--- config.mk ---
export PLATFORM = sky130hd
export DESIGN_NAME = valid_gated_averager
export DESIGN_NICKNAME = d
export VERILOG_FILES = /design/src/rtl/avg_pkg.sv /design/src/rtl/avg_shift_round.sv /design/src/rtl/valid_gated_averager.sv
export SDC_FILE = /design/constraint.sdc
export NUM_CORES = 1
export LEC_CHECK = 0
export BUFFER_PORTS_ARGS = -buffer_cell sky130_fd_sc_hd__buf_2
export CAP_MARGIN = 25
export CORE_UTILIZATION = 55
export CTS_CLUSTER_SIZE = 12
export DETAILED_ROUTE_END_ITERATION = 8
export PLACE_DENSITY = 0.72
export SLEW_MARGIN = 0
export SYNTH_ARGS = -nofsm -noshare
export SYNTH_HDL_FRONTEND = slang
export SYNTH_HIERARCHICAL = 1
export SYNTH_SLANG_ARGS = --single-unit
--- constraint.sdc ---
create_clock -name clk -period 7.9 [get_ports clk]
set_input_delay 0.79 -clock clk [delete_from_list [all_inputs] [get_ports clk]]
set_output_delay 0.79 -clock clk [all_outputs]
set_load 0.01 [all_outputs]
--- src/rtl/avg_pkg.sv ---
// Shared definitions for the valid-gated averager family.
// Holds the FSM state type, the accumulator-width rule and the
// window-exponent clamp used by every decimator built on avg_shift_round.
package avg_pkg;

  typedef enum logic {
    IDLE  = 1'b0,
    ACCUM = 1'b1
  } avgState_t;

  // Summing 2^maxLog2 full-scale samples needs maxLog2 extra bits of headroom
  function automatic int calcAccWidth(input int dataWidth, input int maxLog2);
    return dataWidth + maxLog2;
  endfunction

  // Exponents beyond what the accumulator can hold collapse to the largest window
  function automatic int clamp_log2(input int value, input int maxLog2);
    return (value > maxLog2) ? maxLog2 : value;
  endfunction

endpackage

--- src/rtl/avg_shift_round.sv ---
// Divides a signed window sum by 2^shift and truncates to the output width.
// Build option AVG_ROUND_EN: when defined, adds half an LSB of the quotient
// before the arithmetic shift (round half up); otherwise the shift floors
// toward minus infinity. Purely combinational.
module avg_shift_round #(
  parameter int DATA_WIDTH  = 16,
  parameter int ACC_WIDTH   = 26,
  parameter int SHIFT_WIDTH = 4
) (
  input  logic signed [ACC_WIDTH-1:0]   sum,
  input  logic        [SHIFT_WIDTH-1:0] shift,
  output logic signed [DATA_WIDTH-1:0]  mean
);

  logic signed [ACC_WIDTH-1:0] rounded;

`ifdef AVG_ROUND_EN
  logic signed [ACC_WIDTH-1:0] bias;

  // Half of the divisor, or nothing when the window is a single sample
  always_comb begin
    bias = '0;
    if (shift != '0) begin
      bias = ACC_WIDTH'(1) << (shift - SHIFT_WIDTH'(1));
    end
  end

  assign rounded = sum + bias;
`else
  assign rounded = sum;
`endif

  // The mean of in-range samples always fits the output width, so plain truncation is safe
  assign mean = DATA_WIDTH'(rounded >>> shift);

endmodule

--- src/rtl/valid_gated_averager.sv ---
// Averages signed samples over windows of 2^log2Samples qualified samples.
// Samples count only while dataValidIn is high; a valid drop, a reset or a
// change of the window exponent mid-window throws the partial window away.
// Build option AVG_ROUND_EN selects round-half-up instead of floor division
// (handled inside avg_shift_round).
module valid_gated_averager
  import avg_pkg::*;
#(
  parameter int DATA_WIDTH = 16,
  parameter int MAX_LOG2   = 10
) (
  input  logic                                 clk,
  input  logic                                 reset,
  input  logic signed [DATA_WIDTH-1:0]         dataIn,
  input  logic                                 dataValidIn,
  input  logic        [$clog2(MAX_LOG2+1)-1:0] log2Samples,
  output logic signed [DATA_WIDTH-1:0]         avgOut,
  output logic                                 avgStrobe,
  output logic                                 dataValid
);

  localparam int ACC_WIDTH  = calcAccWidth(DATA_WIDTH, MAX_LOG2);
  localparam int LOG2_WIDTH = $clog2(MAX_LOG2 + 1);

  avgState_t                   state;
  logic signed [ACC_WIDTH-1:0] acc;
  logic        [MAX_LOG2-1:0]  cnt;
  logic        [LOG2_WIDTH-1:0] cfgLog2;

  logic        [LOG2_WIDTH-1:0] liveLog2;
  logic        [LOG2_WIDTH-1:0] curLog2;
  logic signed [ACC_WIDTH-1:0]  dataExt;
  logic signed [ACC_WIDTH-1:0]  accNext;
  logic        [MAX_LOG2:0]     windowSize;
  logic                         windowEnd;
  logic                         cfgChanged;
  logic signed [DATA_WIDTH-1:0] mean;

  assign liveLog2 = LOG2_WIDTH'(clamp_log2(int'(log2Samples), MAX_LOG2));

  // A window opening from IDLE takes the live exponent; an open window keeps its registered one
  assign curLog2    = (state == IDLE) ? liveLog2 : cfgLog2;
  assign cfgChanged = (state == ACCUM) && (liveLog2 != cfgLog2);

  assign dataExt    = {{(ACC_WIDTH - DATA_WIDTH){dataIn[DATA_WIDTH-1]}}, dataIn};
  assign accNext    = acc + dataExt;
  assign windowSize = (MAX_LOG2 + 1)'(1) << curLog2;
  assign windowEnd  = ({1'b0, cnt} == (windowSize - (MAX_LOG2 + 1)'(1)));

  avg_shift_round #(
    .DATA_WIDTH (DATA_WIDTH),
    .ACC_WIDTH  (ACC_WIDTH),
    .SHIFT_WIDTH(LOG2_WIDTH)
  ) shiftRound (
    .sum  (accNext),
    .shift(curLog2),
    .mean (mean)
  );

  // Window FSM: gate on valid, abort on exponent change, emit the mean when the window fills
  always_ff @(posedge clk) begin
    if (reset) begin
      state     <= IDLE;
      acc       <= '0;
      cnt       <= '0;
      cfgLog2   <= '0;
      avgOut    <= '0;
      avgStrobe <= 1'b0;
      dataValid <= 1'b0;
    end else begin
      avgStrobe <= 1'b0;
      if (!dataValidIn) begin
        state     <= IDLE;
        acc       <= '0;
        cnt       <= '0;
        cfgLog2   <= liveLog2;
        dataValid <= 1'b0;
      end else if (cfgChanged) begin
        acc     <= '0;
        cnt     <= '0;
        cfgLog2 <= liveLog2;
      end else begin
        state   <= ACCUM;
        cfgLog2 <= liveLog2;
        if (windowEnd) begin
          avgOut    <= mean;
          avgStrobe <= 1'b1;
          dataValid <= 1'b1;
          acc       <= '0;
          cnt       <= '0;
        end else begin
          acc <= accNext;
          cnt <= cnt + MAX_LOG2'(1);
        end
      end
    end
  end

endmodule

Yosys cells after proc, flatten, opt, wreduce, memory -nomap -nowiden. Cells that the tools add are included. Widths: inputs -> output; s select.

Reductions and logical operators: 6. Shift-type cells: 2. Equality and inequality tests: 2. Magnitude comparators: 1. Mux-type cells: 3. Add/subtract/negate cells: 3. Bitwise operators: 2.

Operators by type and width (count): $add 26x16->26 (1); $sshr 26x4->16 (1); $eq 10x11->1 (1); $shl 1x4->11 const A (1); $sub 11x1->11 const B (1); $add 10x1->10 const B (1); $mux 4 (2); $gt 4x4->1 const B (1); $ne 4x4->1 (1); $reduce_or 4->1 (1); $reduce_and 3->1 (1); $reduce_or 3->1 (1); $not 1->1 (2); $reduce_and 2->1 (1); $reduce_or 2->1 (1); $logic_and 1x1->1 (1); $mux 1 (1).

Output and inout bits: 18. Bits of input ports: 23. Logic and storage cells: 26. Bits in registers: 59.

Depth between registers and ports, before layout.
Depth in word-level cells: 7. Depth in mapped cells: 16. Mapped depth without buffers: 16.

Cells and area by module. The synthesis kept the hierarchy.

Modules (own cells, without submodules): valid_gated_averager (seq. area each 1181.1 um^2, cells each 511, times used 1, area each 4229.1 um^2); avg_shift_round (seq. area each 0.0 um^2, cells each 105, times used 1, area each 1204.9 um^2).

Worst setup path before layout. No wires, ideal clock.

Kind: in2reg. Start: input port dataIn[14]. End: register avgOut[9]. Data required time: 7.785 ns. Path buffers: 0. Setup slack: 4.212 ns. Library setup time: 0.115 ns. Arrival: 3.574 ns. Stages: 13. Cells stage by stage: ha_1 -> a21o_1 -> a31o_2 -> a221o_1 -> a211o_1 -> a21oi_1 -> or3_1 -> nand2_1 -> mux4_2 -> mux2_2 -> nor2_1 -> a21oi_2 -> o21a_1.

Word-level cells in the longest chain between the ends: 2.

Ends and longest elaborated chain: start, declared (line valid_gated_averager.sv:14) `input logic signed [DATA_WIDTH-1:0] dataIn,`; $add 26x16->26 (line valid_gated_averager.sv:46) `assign accNext = acc + dataExt;`; named net accNext[23] (line valid_gated_averager.sv:33) `logic signed [ACC_WIDTH-1:0] accNext;`; $sshr 26x4->16 (line avg_shift_round.sv:34) `assign mean = DATA_WIDTH'(rounded >>> shift);`; named net mean[9] (line valid_gated_averager.sv:37) `logic signed [DATA_WIDTH-1:0] mean;`; end signal, assigned (line valid_gated_averager.sv:86) `avgOut <= mean;`; end, declared (line valid_gated_averager.sv:17) `output logic signed [DATA_WIDTH-1:0] avgOut,`.

The timed path passes the listed nets, and every way through them passes these cells. A chain may end at the register's enable or synchronous reset.

Worst setup path after layout.
Start: input port dataIn[8]. End: register avgOut[13].

Same word-level chain as after synthesis.

==> qor.yml <==
sta:
  fin_setup_tns_ps: 0
  drv_slew: 0
  hold_violations: 0
  rsz0062_at_grt: "false"
  slew_headroom: 0.399
  worst_slew_pin_slew_ps: 900
  final.period_utilization: 0.497
  finalSetupViolCount: 0
  period_needed_ps: 3930
  layout_setup_ws_ps: 3970
  max_freq_ghz: 0.254
  finClkSkew_ps: 15.3
critical_path:
  cp_common_cell: "a21oi_1"
  critPathRequiredTime_ps: 8180
  crit_type: "in2reg"
  critPathLaunchType: "primary input"
  cp_cell_sequence: "buf_2 -> ha_1 -> a21oi_1 -> o21ai_0 -> a311oi_1 -> a21oi_1 -> o21ai_0 -> a21oi_1 -> a31oi_1 -> mux4_2 -> nor2b_1 -> a211oi_1 -> a31oi_1 -> nand3_1 -> a21oi_1"
  cp_max_fo: 7
  arrival_ps: 4210
  critPathLaunch: "dataIn[8]"
  worstReg2RegStart: "state"
  cp_slowest_cell: "a311oi_1"
  crit_end: "avgOut[13]"
  rrSetupSlack_ps: 3980
  regToRegEndpoint: "acc[15]"
  worstRegToRegCells: 9
  end_kind: "register"
  cp_slowest_stage_delay_ps: 460
synthesis:
  syn_nets: 667
  synth_area_um2: 5430
  synth_cells: 616
  synth_common_cells: "59 x dfxtp_1, 45 x nor2_1, 35 x inv_1"
  ys_seq_area_frac: 0.217
  avgSynthCellArea_um2: 8.82
  synthTopCellsByArea: "dfxtp_1 22%, mux4_2 7.9%, ha_1 6.2%"
  async_flop_share: 0
  yosysTopAreaCellShare: 0.217
  ys_types: 92
  synth-edff-count: 0
  yosys_warnings: 6
  synth_flop_cell: "dfxtp_1"
  yosys.area.top_type: "dfxtp_1"
  synth.ff_latch_count: 59
  yosysMostFrequentCell: "dfxtp_1"
routing:
  via_per_inst: 6.37
  drt_iter0_drc: 393
  routed-via-count: 4902
  ant_nets: 0
  routed_wl_um: 13100
  drc: 0
  dr.pass1.iters: 5
  wire_per_inst_um: 17.1
clock_network:
  holdBufCountCts: 0
  clk_pin_slew_ps: 80
  cts_setup_buffers: 0
  cts_resized: 0
  clock_latency_ps: 350
  cts.htree.levels: 3
  cts_tree: "built"
  cts.sinks: 59
  cts_root_buffer: "clkbuf_8"
  cts.path.max_buffers: 2
  cts_made_buffers: 9
grt:
  grt_pass1_vias: 4308
  grt_start_max_net_pins: 37
  grt_util_all_layers: 0.266
  antenna_found_initial: 0
  gr-max-usage-layer: "met2"
  use_met3: 0.0442
  grt_pass1_wl_um: 21400
  overflow: 0
  use_met2: 0.423
  use_met1: 0.365
pwr:
  peakVddDrop_mv: 0.0935
  switching_power_uw: 350
  p_per_area_nw_per_um2: 172
  p_int_uw: 642
  clkPwrFrac: 0.326
  power.leakage_nw: 2.38
  p_comb_frac: 0.356
  pwr-share-seq: 0.318
  p_sw_frac: 0.353
run:
  cap_violations: 0
status:
  outcome: "complete, no violations"
die:
  initial_utilization: 0.577
  core_area_um2: 9420
  die_w_um: 101
  io_pins: 41
  std_cell_rows: 35
  die_h_um: 101
  die-area_um2: 10300
placement:
  dp_hpwl_um: 9590
  port_buffers: 40
  place_congestion: 0.919
  place_ws_ps: 3640
final_layout:
  multi_input_area_um2: 3840
  fillers: 811
  drive_gt1_frac: 0.181
  regArea_um2: 1180
  layout.nets: 687
  n_antenna_cell: 0
  area_growth_pct: 6.35
hold_path:
  holdCritPathClass: "reg2reg"
==> worst max-delay path: cells and delay by family <==
family | cells | cell delay, ps
multiplexers | 1 | 370
adder cells (fa/ha/maj) | 1 | 350
AND/OR/NAND/NOR | 2 | 230
AO/OA/AOI/OAI | 10 | 2380
buffers and inverters | 1 | 100
==> routing by layer <==
layer  vias up  wire length, µm
met3        31              914
met4         0              311
met5         -                0
met1      2335             5880
met2       194             6030
li1       2342                -
==> state kept, by name, summed over array words and instances, names as in the netlist <==
register   flops
acc           26
state          1
cnt           10
dataValid      1
cfgLog2        4
avgOut        16
avgStrobe      1
==> cells by family (layout without fill, tap and decap cells) <==
group / after synthesis / after routing / share of synthesized area
adders and majority gates: 28 / 28 / 0.0659
DFF: 59 / 59 / 0.217
xor gates and xnor gates: 28 / 28 / 0.0451
and+or+nand+nor: 201 / 201 / 0.200
AOI/OAI and AO/OA: 175 / 175 / 0.235
buffers and inverters: 71 / 96 / 0.0790
muxes: 54 / 54 / 0.158
==> power by group through the flow <==
stage / Clock, mW / Combinational (mW) / Sequential [mW]
after global routing: 0.338 / 0.383 / 0.317
after floorplan: 0 / 0.282 / 0.318
after global placement: 0 / 0.336 / 0.322
after CTS: 0.326 / 0.346 / 0.315
after detailed placement: 0 / 0.344 / 0.322
final: 0.323 / 0.354 / 0.315
==> area by class of cell <==
cell class                 count  share of cell area
multi-input combinational    486               0.664
sequential                    59               0.204
timing repair buffer          43              0.0407
tap                          129              0.0279
inverter                      37              0.0245
clock buffer                   9              0.0214
clock inverter                 7              0.0173
==> per-stage QoR <==
step                 util  hold WS (ps)  area (µm²)  power, mW  cells
CTS                 0.612           450        5760      0.987    769
detailed placement  0.588           439        5540      0.666    753
finish              0.614           446        5780      0.992    770
global placement    0.588           433        5540      0.658    753
global route        0.614           486        5780       1.04    770
floorplan               -           464        5430      0.600    616
==> cells in the final DEF (no fill, tap or decap), types with 9 or more instances in the layout <==
master,count
o21ai_0,25
mux2i_1,19
a211oi_1,9
nand2b_1,10
nor3_1,10
clkbuf_8,9
mux4_2,19
nor2_1,45
xor2_1,12
a21oi_1,34
and2_1,25
nand2_1,34
buf_2,40
and3_1,9
inv_1,35
ha_1,27
o22ai_2,9
nor2b_1,10
nand3_1,18
dfxtp_1,59
xnor2_1,16
o21a_1,19
==> how the worst min path moves through the flow <==
| stage | from | endpoint | slack (ps) | cells past startpoint |
|---|---|---|---|---|
| floorplan | cnt[0] | cnt[0] | 460 | 1 |
| global placement | dataValid | dataValid | 430 | 2 |
| detailed placement | dataValid | dataValid | 440 | 2 |
| CTS | dataValid | dataValid | 450 | 2 |
| global route | dataValid | dataValid | 490 | 2 |
| finish | dataValid | dataValid | 450 | 2 |
No activity file was read; power rests on OpenSTA's default activity.
